[config.mk]
export PLATFORM = sky130hd
export DESIGN_NAME = serial_add_ctrl
export DESIGN_NICKNAME = d
export VERILOG_FILES = /design/src/rtl/serial_add_ctrl.sv
export SDC_FILE = /design/constraint.sdc
export NUM_CORES = 1
export LEC_CHECK = 0
export ABC_AREA = 1
export CORE_MARGIN = 4
export CORE_UTILIZATION = 55
export DETAILED_ROUTE_END_ITERATION = 7
export PLACE_DENSITY = 0.87
export SLEW_MARGIN = 20
export SYNTH_ARGS = -nofsm -noshare
export SYNTH_HDL_FRONTEND = slang
export SYNTH_SLANG_ARGS = --single-unit
[constraint.sdc]
create_clock -name clk -period 3.45 [get_ports clk]
set_clock_uncertainty 0.05 [all_clocks]
set_input_delay 0.5175 -clock clk [delete_from_list [all_inputs] [get_ports clk]]
set_output_delay 0.5175 -clock clk [all_outputs]
set_load 0.05 [all_outputs]
[src/rtl/serial_add_ctrl.sv]
// serial_add_ctrl: bit-serial adder controller.
// A single full-adder cell is stepped over WIDTH operand bits, LSB first,
// one bit per clock, with a registered carry linking the bits. Operands
// arrive over a valid/ready handshake and the registered sum/carry-out
// leave over a second valid/ready handshake.
module serial_add_ctrl #(
    parameter int WIDTH = 8
) (
    input  logic             clk,
    input  logic             rst_n,
    input  logic             in_valid,
    output logic             in_ready,
    input  logic [WIDTH-1:0] A,
    input  logic [WIDTH-1:0] B,
    input  logic             Cin,
    output logic             out_valid,
    input  logic             out_ready,
    output logic [WIDTH-1:0] S,
    output logic             Cout
);

    localparam int CNT_W = $clog2(WIDTH + 1);

    typedef enum logic [1:0] {
        ST_IDLE = 2'd0,
        ST_RUN  = 2'd1,
        ST_DONE = 2'd2
    } state_t;

    // Full-adder sum bit.
    function automatic logic fa_sum(input logic a, input logic b, input logic c);
        return a ^ b ^ c;
    endfunction

    // Full-adder carry bit (majority of the three inputs).
    function automatic logic fa_carry(input logic a, input logic b, input logic c);
        return (a & b) | (c & (a ^ b));
    endfunction

    state_t             state_r;
    state_t             state_next_s;

    logic [WIDTH-1:0]   a_sh_r;
    logic [WIDTH-1:0]   b_sh_r;
    logic               c_r;
    logic [WIDTH-1:0]   p_sh_r;
    logic [CNT_W-1:0]   cnt_r;
    logic [WIDTH-1:0]   sum_r;
    logic               cout_r;

    logic               bit_sum_s;
    logic               carry_next_s;
    logic [WIDTH-1:0]   p_next_s;
    logic               last_bit_s;

    // Full-adder cell on the current LSBs plus the partial-sum shift value.
    // The concatenate-and-shift form also covers WIDTH=1 without a zero-width slice.
    always_comb begin
        bit_sum_s    = fa_sum(a_sh_r[0], b_sh_r[0], c_r);
        carry_next_s = fa_carry(a_sh_r[0], b_sh_r[0], c_r);
        p_next_s     = WIDTH'({bit_sum_s, p_sh_r} >> 1);
        last_bit_s   = (cnt_r == CNT_W'(WIDTH - 1));
    end

    // State register.
    always_ff @(posedge clk or negedge rst_n) begin
        if (!rst_n) begin
            state_r <= ST_IDLE;
        end else begin
            state_r <= state_next_s;
        end
    end

    // Next-state logic: accept, run WIDTH bits, then wait for the consumer.
    always_comb begin
        state_next_s = state_r;
        case (state_r)
            ST_IDLE: begin
                if (in_valid) begin
                    state_next_s = ST_RUN;
                end else begin
                    state_next_s = ST_IDLE;
                end
            end
            ST_RUN: begin
                if (last_bit_s) begin
                    state_next_s = ST_DONE;
                end else begin
                    state_next_s = ST_RUN;
                end
            end
            ST_DONE: begin
                if (out_ready) begin
                    state_next_s = ST_IDLE;
                end else begin
                    state_next_s = ST_DONE;
                end
            end
            default: begin
                state_next_s = ST_IDLE;
            end
        endcase
    end

    // Handshake outputs decoded from state only, so no input reaches an output combinationally.
    always_comb begin
        in_ready  = 1'b0;
        out_valid = 1'b0;
        case (state_r)
            ST_IDLE: begin
                in_ready  = 1'b1;
                out_valid = 1'b0;
            end
            ST_RUN: begin
                in_ready  = 1'b0;
                out_valid = 1'b0;
            end
            ST_DONE: begin
                in_ready  = 1'b0;
                out_valid = 1'b1;
            end
            default: begin
                in_ready  = 1'b0;
                out_valid = 1'b0;
            end
        endcase
    end

    // Datapath: load operands on accept, shift one bit per RUN cycle,
    // and capture the result only on the final RUN edge.
    always_ff @(posedge clk or negedge rst_n) begin
        if (!rst_n) begin
            a_sh_r <= {WIDTH{1'b0}};
            b_sh_r <= {WIDTH{1'b0}};
            c_r    <= 1'b0;
            p_sh_r <= {WIDTH{1'b0}};
            cnt_r  <= {CNT_W{1'b0}};
            sum_r  <= {WIDTH{1'b0}};
            cout_r <= 1'b0;
        end else begin
            case (state_r)
                ST_IDLE: begin
                    if (in_valid) begin
                        a_sh_r <= A;
                        b_sh_r <= B;
                        c_r    <= Cin;
                        cnt_r  <= {CNT_W{1'b0}};
                    end
                end
                ST_RUN: begin
                    a_sh_r <= a_sh_r >> 1;
                    b_sh_r <= b_sh_r >> 1;
                    c_r    <= carry_next_s;
                    p_sh_r <= p_next_s;
                    cnt_r  <= cnt_r + CNT_W'(1);
                    if (last_bit_s) begin
                        sum_r  <= p_next_s;
                        cout_r <= carry_next_s;
                    end
                end
                ST_DONE: begin
                    sum_r  <= sum_r;
                    cout_r <= cout_r;
                end
                default: begin
                    cnt_r <= {CNT_W{1'b0}};
                end
            endcase
        end
    end

    assign S    = sum_r;
    assign Cout = cout_r;

endmodule

==> metrics.csv, run 1 <==
stage,metric,value,unit
run_status,status,"complete, no violations",
cts,clk sinks,39,
synthesis,Synth Warn #,0,
cells_and_area,final cell count without fillers,299,
routing,Final ANT Viol Nets,0,
synthesis,"Avg Cell Area, Syn",8.13,sq um
sta,Tcrit/Tclk final,82.3,%
global_route,initial antenna violation count,0,
sta,Hold Fails Final Rpt,0,
critical_path,crit-path max FO,18,
sta,setup TNS,0,ns
synthesis,Yosys top cell area share,53.6,%
synthesis,Yosys top cell by area,dfrtp_1,
global_route,Overflow after GRT,0,
flow_run,Max-Cap Viols,0,
synthesis,Cell variety after synth,20,
cts,Post-CTS Resized,0,
routing,Avg WL per Cell,12.2,um
synthesis,synth top area cells,"dfrtp_1, nand2_1, nand3_1",
pwr,VDD IR-drop max,0.000513,V
routing,via count,1508,
sta,setup violators final,0,
cts,Clock Pin Slew Worst Setup and Hold Paths,0.12,ns
cts,TritonCTS Buffers,5,
sta,Worst Tran Pin Value,0.829,ns
cells_and_area,Area Overhead vs Synth,20.8,%
cts,clock root buffer,clkbuf_4,
synthesis,Netlist Area Pre-Place,0.00182,sq mm
placed_design,GPL Wtd Cong,0.794,
pwr,leak pwr,1.16,nW
global_route,vias in the first global route,1418,
cts,post-CTS setup buffers,0,
sta,max-slew violations,0,
cells_and_area,Nets,277,
routing,vias per inst,5.04,
cts,Max clock buf depth,2,
cells_and_area,Fill cells,274,
placed_design,DP Cell Count,291,
sta,Max Fclk,0.352,GHz
sta,Rel. slew slack,44.8,%
global_route,largest net degree at the start of global routing,40,
synthesis,"flops & latches, synth",39,
routing,DRT iter0 DRCs,90,
synthesis,post-synthesis cell count,224,
critical_path,CP startpoint kind,flop,
routing,DRC,0,
cells_and_area,layout cells sized above 1,6.67,%
placed_design,number of buffers added on ports,31,
global_route,overall global routing resource usage,19.6,%
routing,final wirelength,3640,um
sta,RSZ-0062 raised after global routing,no,
cts,cts hold-fix bufs,0,
sta,Period minus WS final,2.84,ns
critical_path,WP data required,2.88,ns
cts,H-tree depth,2,
pwr,pwr/cell area,924,mW/mm^2
cts,worst-skew pair later-pin latency,0.35,ns
synthesis,syn_nets,247,
critical_path,critical path arrival,2.27,ns
synthesis,share of the yosys chip area belonging to registers,53.6,%
critical_path,Worst Setup End Kind,primary output,
routing,drt first pass iters,4,
floorplanning,die area,0.00429,sq mm
hold_path,Hold Crit Class,in2async,
global_route,first-pass GRT wire length,6420,um
placed_design,DP HPWL,2470,um
floorplanning,die height,65.5,um
floorplanning,Core Area,0.00310,sq mm
cells_and_area,n_diodes,0,
floorplanning,IO Pins,32,
floorplanning,starting density of the core,58.7,%
cts,CTS tree,yes,
critical_path,type of the worst setup path,reg2out,
floorplanning,cell row count,20,
floorplanning,Die W,65.5,um
[cell families after synthesis]
| logic type | after synthesis | share of synthesized area [%] |
|---|---|---|
| flip-flops | 39 | 53.6 |
| AO/OA/AOI/OAI | 10 | 2.96 |
| AND/OR/NAND/NOR | 156 | 35.9 |
| buffers and inverters | 17 | 5.71 |
| adder cells (fa/ha/maj) | 2 | 1.79 |
[path summary, 6_finish.rpt]
| check | slack, ns | from | cells after the start | end |
|---|---|---|---|---|
| worst max-delay path | 0.61 | state_r[0]$_DFF_PN0_ | 4 | out_valid |
| min in group clk | 0.43 | p_sh_r[7]$_DFFE_PN0N_ | 2 | S[6]$_DFFE_PN0P_ |
| max in group asynchronous | 2.62 | rst_n | 1 | a_sh_r[3]$_DFFE_PN0P_ |
| worst min register to register | 0.43 | p_sh_r[7]$_DFFE_PN0N_ | 2 | S[6]$_DFFE_PN0P_ |
| worst min-delay path | 0.20 | rst_n | 1 | a_sh_r[7]$_DFFE_PN0P_ |
| worst max register to register | 1.49 | state_r[0]$_DFF_PN0_ | 5 | S[5]$_DFFE_PN0P_ |
[state kept, by name, indices dropped and copies added (netlist names)]
register and flops:
c_r 1, cnt_r 4, a_sh_r 8, Cout 1
b_sh_r 8, state_r 2, S 8, p_sh_r 7
[layout make-up]
cell class,count,area (sq um),share of cell area (%)
flip-flops and latches,39,976,44.4
multi-input cells,168,741,33.7
repair buffers,31,305,13.9
well taps,44,55.1,2.50
clock inverters,3,43.8,1.99
inverters,9,41.3,1.88
clock buffers,5,37.5,1.71
[critical path, stage by stage, from the launching register on]
cell and delay, ns:
dfrtp_1 0.83, inv_1 0.23, nand2_1 0.13, inv_1 0.05
clkdlybuf4s50_1 0.69
[cell usage in the layout (no fill, tap or decap), drive strengths merged]
| master | n |
|---|---|
| ha | 1 |
| bufinv | 1 |
| inv | 9 |
| clkdlybuf4s50 | 30 |
| dfrtp | 39 |
| buf | 1 |
| o21ai | 10 |
| nor2 | 4 |
| nand2 | 127 |
| nand3 | 24 |
| clkbuf | 5 |
| clkinv | 2 |
| nand4 | 1 |
| fa | 1 |
[metrics by stage]
step | hold WS [ns] | utilization, % | setup slack [ns] | cell area [sq um] | power [W]
floorplan | 0.172 | - | 1.64 | 1820 | 0.00151
global placement | 0.402 | 68.3 | 1.07 | 2120 | 0.00169
detailed placement | 0.404 | 68.3 | 1.01 | 2120 | 0.00173
CTS | 0.212 | 70.9 | 0.602 | 2200 | 0.00204
global route | 0.246 | 70.9 | 0.477 | 2200 | 0.00221
finish | 0.200 | 70.9 | 0.611 | 2200 | 0.00203
[power by group]
part	internal, W	leakage (nW)	switching (W)
registers	0.000655	0.499	0.000160
logic	0.000315	0.619	0.000596
clock network	0.000152	0.0452	0.000155
total	0.00112	1.16	0.000910
[layer usage]
metal | up-vias | GRT usage (%) | share of wire, % | wire, um
met4 | 0 | 8.55 | 1.9 | 70
met3 | 4 | 4.27 | 5.4 | 198
met5 | - | 0 | 0 | 0
met2 | 46 | 30.0 | 47 | 1710
li1 | 765 | - | - | -
met1 | 693 | 26.8 | 46 | 1660
[synthesized netlist by cell type (all sizes together)]
| master | n |
|---|---|
| buf | 8 |
| dfrtp | 39 |
| fa | 1 |
| ha | 1 |
| inv | 9 |
| nand2 | 127 |
| nand3 | 24 |
| nand4 | 1 |
| nor2 | 4 |
| o21ai | 10 |
(Power assumes the default switching activity.)
==> inputs of run 2 (changes only) <==
Settings changed: CORE_UTILIZATION 55 to 47, PLACE_DENSITY 0.87 to 0.79.
Clock period 3.45 ns to 2.59 ns, I/O delays scaled along.
==> run 2 against run 1 <==
Effect of this change:
- global-route usage is 3.9 points lower
- wire length shrank 5.4%
- register-to-register slack worse by 0.54 ns
- die area is 15% higher
- count of clock-buffer cells in the layout grew 1
- critical path type unchanged
- total power rose by 33%
==> metrics.csv, run 2 (synthesis results as in run 1) <==
stage,metric,value,unit,change
cells_and_area,n_diodes,0,,unchanged
sta,Hold Fails Final Rpt,0,,unchanged
routing,final wirelength,3440,um,-5.4%
global_route,vias in the first global route,1414,,-0.28%
floorplanning,Core Area,0.00369,sq mm,+19%
critical_path,Critical R2R Launch,state_r[1]$_DFF_PN0_,,
routing,Final ANT Viol Nets,0,,unchanged
global_route,largest net degree at the start of global routing,40,,unchanged
floorplanning,Die W,70.2,um,+7.2%
sta,Worst Tran Pin Value,0.833,ns,+0.00452 ns
routing,Avg WL per Cell,11.4,um,-6.6%
pwr,VDD IR-drop max,0.000670,V,+31%
critical_path,Worst Setup End Kind,primary output,,
routing,via count,1487,,-1.4%
pwr,pwr/cell area,1220,mW/mm^2,+32%
cells_and_area,"most common cell after layout, fill and taps aside",nand2_1,,
cts,cts hold-fix bufs,0,,unchanged
cts,CTS tree,yes,,
routing,DRC,0,,unchanged
routing,DRT iter0 DRCs,180,,+100%
placed_design,pre-CTS setup slack,0.679,ns,-0.334 ns
critical_path,type of the worst setup path,reg2out,,
cts,worst-skew pair later-pin latency,0.28,ns,-0.07 ns
global_route,overall global routing resource usage,15.7,%,-3.9 points
critical_path,CP peak stage delay,0.85,ns,+0.02 ns
sta,setup TNS,0,ns,unchanged
sta,Max Fclk,0.452,GHz,
floorplanning,cell row count,22,,+10%
global_route,first-pass GRT wire length,6220,um,-3.1%
critical_path,CP max-delay cell,clkdlybuf4s50_1,,
critical_path,crit-path max FO,4,,-14
sta,Rel. slew slack,44.5,%,-0.30 points
sta,max-slew violations,0,,unchanged
cells_and_area,most frequent cells in the layout,"nand2_1, dfrtp_1, clkdlybuf4s50_1, nand3_1, inv_1",,
cts,TritonCTS Buffers,5,,unchanged
sta,RSZ-0062 raised after global routing,no,,
cells_and_area,layout cells sized above 1,6.67,%,unchanged
critical_path,FF-to-FF End,S[5]$_DFFE_PN0P_,,
sta,fin worst setup slack,0.378,ns,-0.234 ns
placed_design,GPL Wtd Cong,0.750,,-5.6%
cells_and_area,area of the multi-input gates,741,sq um,unchanged
cts,Clock Pin Slew Worst Setup and Hold Paths,0.07,ns,-0.05 ns
placed_design,DP HPWL,2380,um,-3.8%
routing,drt first pass iters,4,,unchanged
floorplanning,die height,70.2,um,+7.2%
floorplanning,die area,0.00493,sq mm,+15%
cts,clock root buffer,clkbuf_8,,
sta,hold_ws,0.152,ns,-0.0487 ns
cells_and_area,Area Overhead vs Synth,21.9,%,
cells_and_area,Nets,278,,+0.36%
routing,vias per inst,4.91,,-2.7%
cts,H-tree depth,2,,unchanged
cells_and_area,Fill cells,345,,+26%
hold_path,Hold Crit Class,in2async,,
sta,Period minus WS final,2.21,ns,
run_status,status,"complete, no violations",,
cts,clk sinks,39,,unchanged
flow_run,Max-Cap Viols,0,,unchanged
sta,setup violators final,0,,unchanged
global_route,initial antenna violation count,0,,unchanged
pwr,leak pwr,1.17,nW,+0.55%
critical_path,r2r setup slk,0.95,ns,-0.54 ns
sta,Tcrit/Tclk final,85.4,%,
placed_design,number of buffers added on ports,31,,unchanged
cts,Post-CTS Resized,0,,unchanged
floorplanning,IO Pins,32,,unchanged
critical_path,WP data required,2.15,ns,-0.73 ns
critical_path,CP cell instances,nor2_1 -> clkdlybuf4s50_1,,
floorplanning,starting density of the core,49.4,%,-9.3 points
cts,Max clock buf depth,2,,unchanged
critical_path,worst reg2reg path depth,6,,+1
cts,post-CTS setup buffers,0,,unchanged
global_route,Overflow after GRT,0,,unchanged
critical_path,CP startpoint kind,flop,,
cells_and_area,storage element area,976,sq um,unchanged
critical_path,critical path arrival,1.77,ns,-0.50 ns
run 2: changes by cell type in the layout (fill, tap and decap cells not counted):
cell and delta:
clkbuf_8 +6, clkbuf_4 -5, buf_4 +1, bufinv_16 -1, clkinv_4 -1
run 2: worst max-delay path, delay by kind of cell, from the launching register on:
kind / cells / cell delay [ns]
buffers and inverters: 1 / 0.85
flip-flops: 1 / 0.42
AND/OR/NAND/NOR: 1 / 0.22
run 2: layout make-up:
type	count	share of cell area (%)
clock buffers	6	3.72
flip-flops and latches	39	44.0
clock inverters	1	0.226
well taps	48	2.71
repair buffers	32	14.1
multi-input cells	168	33.4
inverters	9	1.86
run 2: worst max-delay path by stage:
stage / from / endpoint / cells after the start
2_1_floorplan: state_r[0]$_DFF_PN0_ / in_ready / 2
3_3_place_gp: state_r[1]$_DFF_PN0_ / in_ready / 2
3_5_place_dp: state_r[1]$_DFF_PN0_ / in_ready / 2
4_1_cts: state_r[1]$_DFF_PN0_ / in_ready / 2
5_1_grt: state_r[1]$_DFF_PN0_ / in_ready / 2
6_report: state_r[1]$_DFF_PN0_ / in_ready / 2
run 2: layer usage:
metal,share of wire (%),global-route usage [%],vias to the layer above,routed length [um]
li1,-,-,758,-
met1,48,21.1,687,1650
met2,46,23.4,35,1570
met3,4.0,2.88,7,137
met4,2.6,9.15,0,90
met5,0,0,-,0
run 2: where the power goes:
part           switching, W  internal (W)
logic              0.000824      0.000431
clock network      0.000197      0.000209
registers          0.000164      0.000876
total               0.00118       0.00152
run 2: through the flow:
step	instance area [sq um]	instances	power [W]	utilization [%]
4_1_cts	2220	303	0.00272	60.1
2_1_floorplan	1820	224	0.00201	-
6_report	2220	303	0.00270	60.1
5_1_grt	2220	303	0.00291	60.1
3_5_place_dp	2130	296	0.00231	57.8
3_3_place_gp	2130	296	0.00228	57.8
==> inputs of run 3 (changes only) <==
Settings changed: CORE_MARGIN 4 to 2.
==> run 3 against run 2 <==
Effect of this change:
- maximum frequency fell by 0.37%
- highest routed layer unchanged
- final cell count grew 0.33%
- global-route usage grew 2.5 points
- sequential share of layout area rose by 0.12 points
==> metrics.csv, run 3 (synthesis results as in run 1) <==
stage,metric,value,unit,change
floorplanning,die area,0.00439,sq mm,-11%
cts,H-tree depth,2,,unchanged
cts,CTS tree,yes,,
placed_design,GPL Wtd Cong,0.793,,+5.7%
critical_path,critical path arrival,1.78,ns,about the same
cts,clock root buffer,clkbuf_8,,
global_route,first-pass GRT wire length,5970,um,-4.0%
placed_design,DP HPWL,2330,um,-1.7%
routing,DRC,0,,unchanged
floorplanning,Die W,66.2,um,-5.7%
cells_and_area,layout cells sized above 1,6.25,%,-0.42 points
placed_design,Placed Area,0.00213,sq mm,unchanged
sta,max-slew violations,0,,unchanged
placed_design,pre-CTS setup slack,0.680,ns,+0.00142 ns
cells_and_area,most frequent cells in the layout,"nand2_1, dfrtp_1, clkdlybuf4s50_1, nand3_1, inv_1",,
global_route,overall global routing resource usage,18.1,%,+2.5 points
cts,Clock Pin Slew Worst Setup and Hold Paths,0.07,ns,about the same
floorplanning,die height,66.2,um,-5.7%
sta,Tcrit/Tclk final,85.7,%,+0.31 points
floorplanning,starting density of the core,49.4,%,unchanged
cts,Post-CTS Resized,0,,unchanged
global_route,largest net degree at the start of global routing,40,,unchanged
sta,Rel. slew slack,44.6,%,+0.16 points
floorplanning,cell row count,22,,unchanged
routing,Final ANT Viol Nets,0,,unchanged
pwr,leak pwr,1.16,nW,-0.41%
cts,cts hold-fix bufs,0,,unchanged
cells_and_area,n_diodes,0,,unchanged
critical_path,WP data required,2.15,ns,about the same
routing,Avg WL per Cell,11.3,um,-0.50%
pwr,pwr/cell area,1210,mW/mm^2,-0.35%
global_route,vias in the first global route,1357,,-4.0%
cts,TritonCTS Buffers,5,,unchanged
critical_path,type of the worst setup path,reg2out,,
cells_and_area,fin area,0.00221,sq mm,-0.28%
sta,Period minus WS final,2.22,ns,+0.00814 ns
global_route,Overflow after GRT,0,,unchanged
cts,post-CTS setup buffers,0,,unchanged
routing,vias per inst,4.88,,-0.53%
cells_and_area,Nets,278,,unchanged
floorplanning,Core Area,0.00369,sq mm,unchanged
cts,Max clock buf depth,2,,unchanged
sta,hold_ws,0.144,ns,-0.00744 ns
hold_path,Hold Crit Class,in2async,,
cells_and_area,"most common cell after layout, fill and taps aside",nand2_1,,
sta,Worst Tran Pin Value,0.831,ns,-0.00243 ns
placed_design,number of buffers added on ports,31,,unchanged
sta,RSZ-0062 raised after global routing,no,,
critical_path,CP startpoint kind,flop,,
sta,Max Fclk,0.450,GHz,-0.37%
critical_path,Worst Setup End Kind,primary output,,
global_route,initial antenna violation count,0,,unchanged
run_status,status,"complete, no violations",,
critical_path,crit-path max FO,4,,unchanged
routing,drt first pass iters,4,,unchanged
routing,final wirelength,3430,um,-0.17%
cts,clk sinks,39,,unchanged
flow_run,Max-Cap Viols,0,,unchanged
floorplanning,IO Pins,32,,unchanged
routing,DRT iter0 DRCs,116,,-36%
pwr,VDD IR-drop max,0.000557,V,-17%
cells_and_area,Area Overhead vs Synth,21.5,%,
sta,Hold Fails Final Rpt,0,,unchanged
sta,setup violators final,0,,unchanged
sta,fin worst setup slack,0.369,ns,-0.00814 ns
routing,via count,1484,,-0.20%
cts,worst-skew pair later-pin latency,0.29,ns,about the same
sta,setup TNS,0,ns,unchanged
[run 3: where the power goes]
part	total [W]	leakage [nW]	switching, W	internal (W)
Combinational	0.00126	0.624	0.000828	0.000429
Clock	0.000383	0.0422	0.000194	0.000189
Sequential	0.00104	0.499	0.000167	0.000877
[run 3: per-stage QoR]
| stage | std cells | util (%) | total power (W) |
|---|---|---|---|
| floorplan | 224 | - | 0.00201 |
| global placement | 296 | 57.8 | 0.00228 |
| detailed placement | 296 | 57.8 | 0.00232 |
| CTS | 304 | 60.0 | 0.00271 |
| global route | 304 | 60.0 | 0.00292 |
| finish | 304 | 60.0 | 0.00268 |
[run 3: metal layers]
| metal | up-vias | global-route usage, % | routed length [um] |
|---|---|---|---|
| met1 | 690 | 24.2 | 1640 |
| met3 | 5 | 5.62 | 150 |
| met2 | 28 | 27.6 | 1600 |
| met4 | 0 | 6.63 | 47 |
| met5 | - | 0 | 0 |
| li1 | 761 | - | - |
[run 3: worst paths after layout]
| check | cells past startpoint | slack (ns) | endpoint | start |
|---|---|---|---|---|
| worst max-delay path | 2 | 0.37 | in_ready | state_r[1]$_DFF_PN0_ |
| min in group clk | 2 | 0.42 | S[4]$_DFFE_PN0P_ | p_sh_r[5]$_DFFE_PN0N_ |
| max in group asynchronous | 1 | 1.82 | b_sh_r[4]$_DFFE_PN0P_ | rst_n |
| worst max register to register | 6 | 0.91 | S[0]$_DFFE_PN0P_ | state_r[1]$_DFF_PN0_ |
| worst min-delay path | 1 | 0.14 | S[1]$_DFFE_PN0P_ | rst_n |
| worst min register to register | 2 | 0.42 | S[4]$_DFFE_PN0P_ | p_sh_r[5]$_DFFE_PN0N_ |
[run 3: area by class of cell]
type | count | area, sq um
Sequential cell | 39 | 976
Inverter | 9 | 41.3
Clock buffer | 7 | 76.3
Clock inverter | 1 | 5.00
Timing Repair Buffer | 32 | 313
Multi-Input combinational cell | 168 | 741
Tap cell | 48 | 60.1
Fill cell | 348 | 1480
[run 3: worst max-delay path, cell delays in order (launching register included)]
cell             delay [ns]
dfrtp_1                0.42
nor2_1                 0.22
clkdlybuf4s50_1        0.85
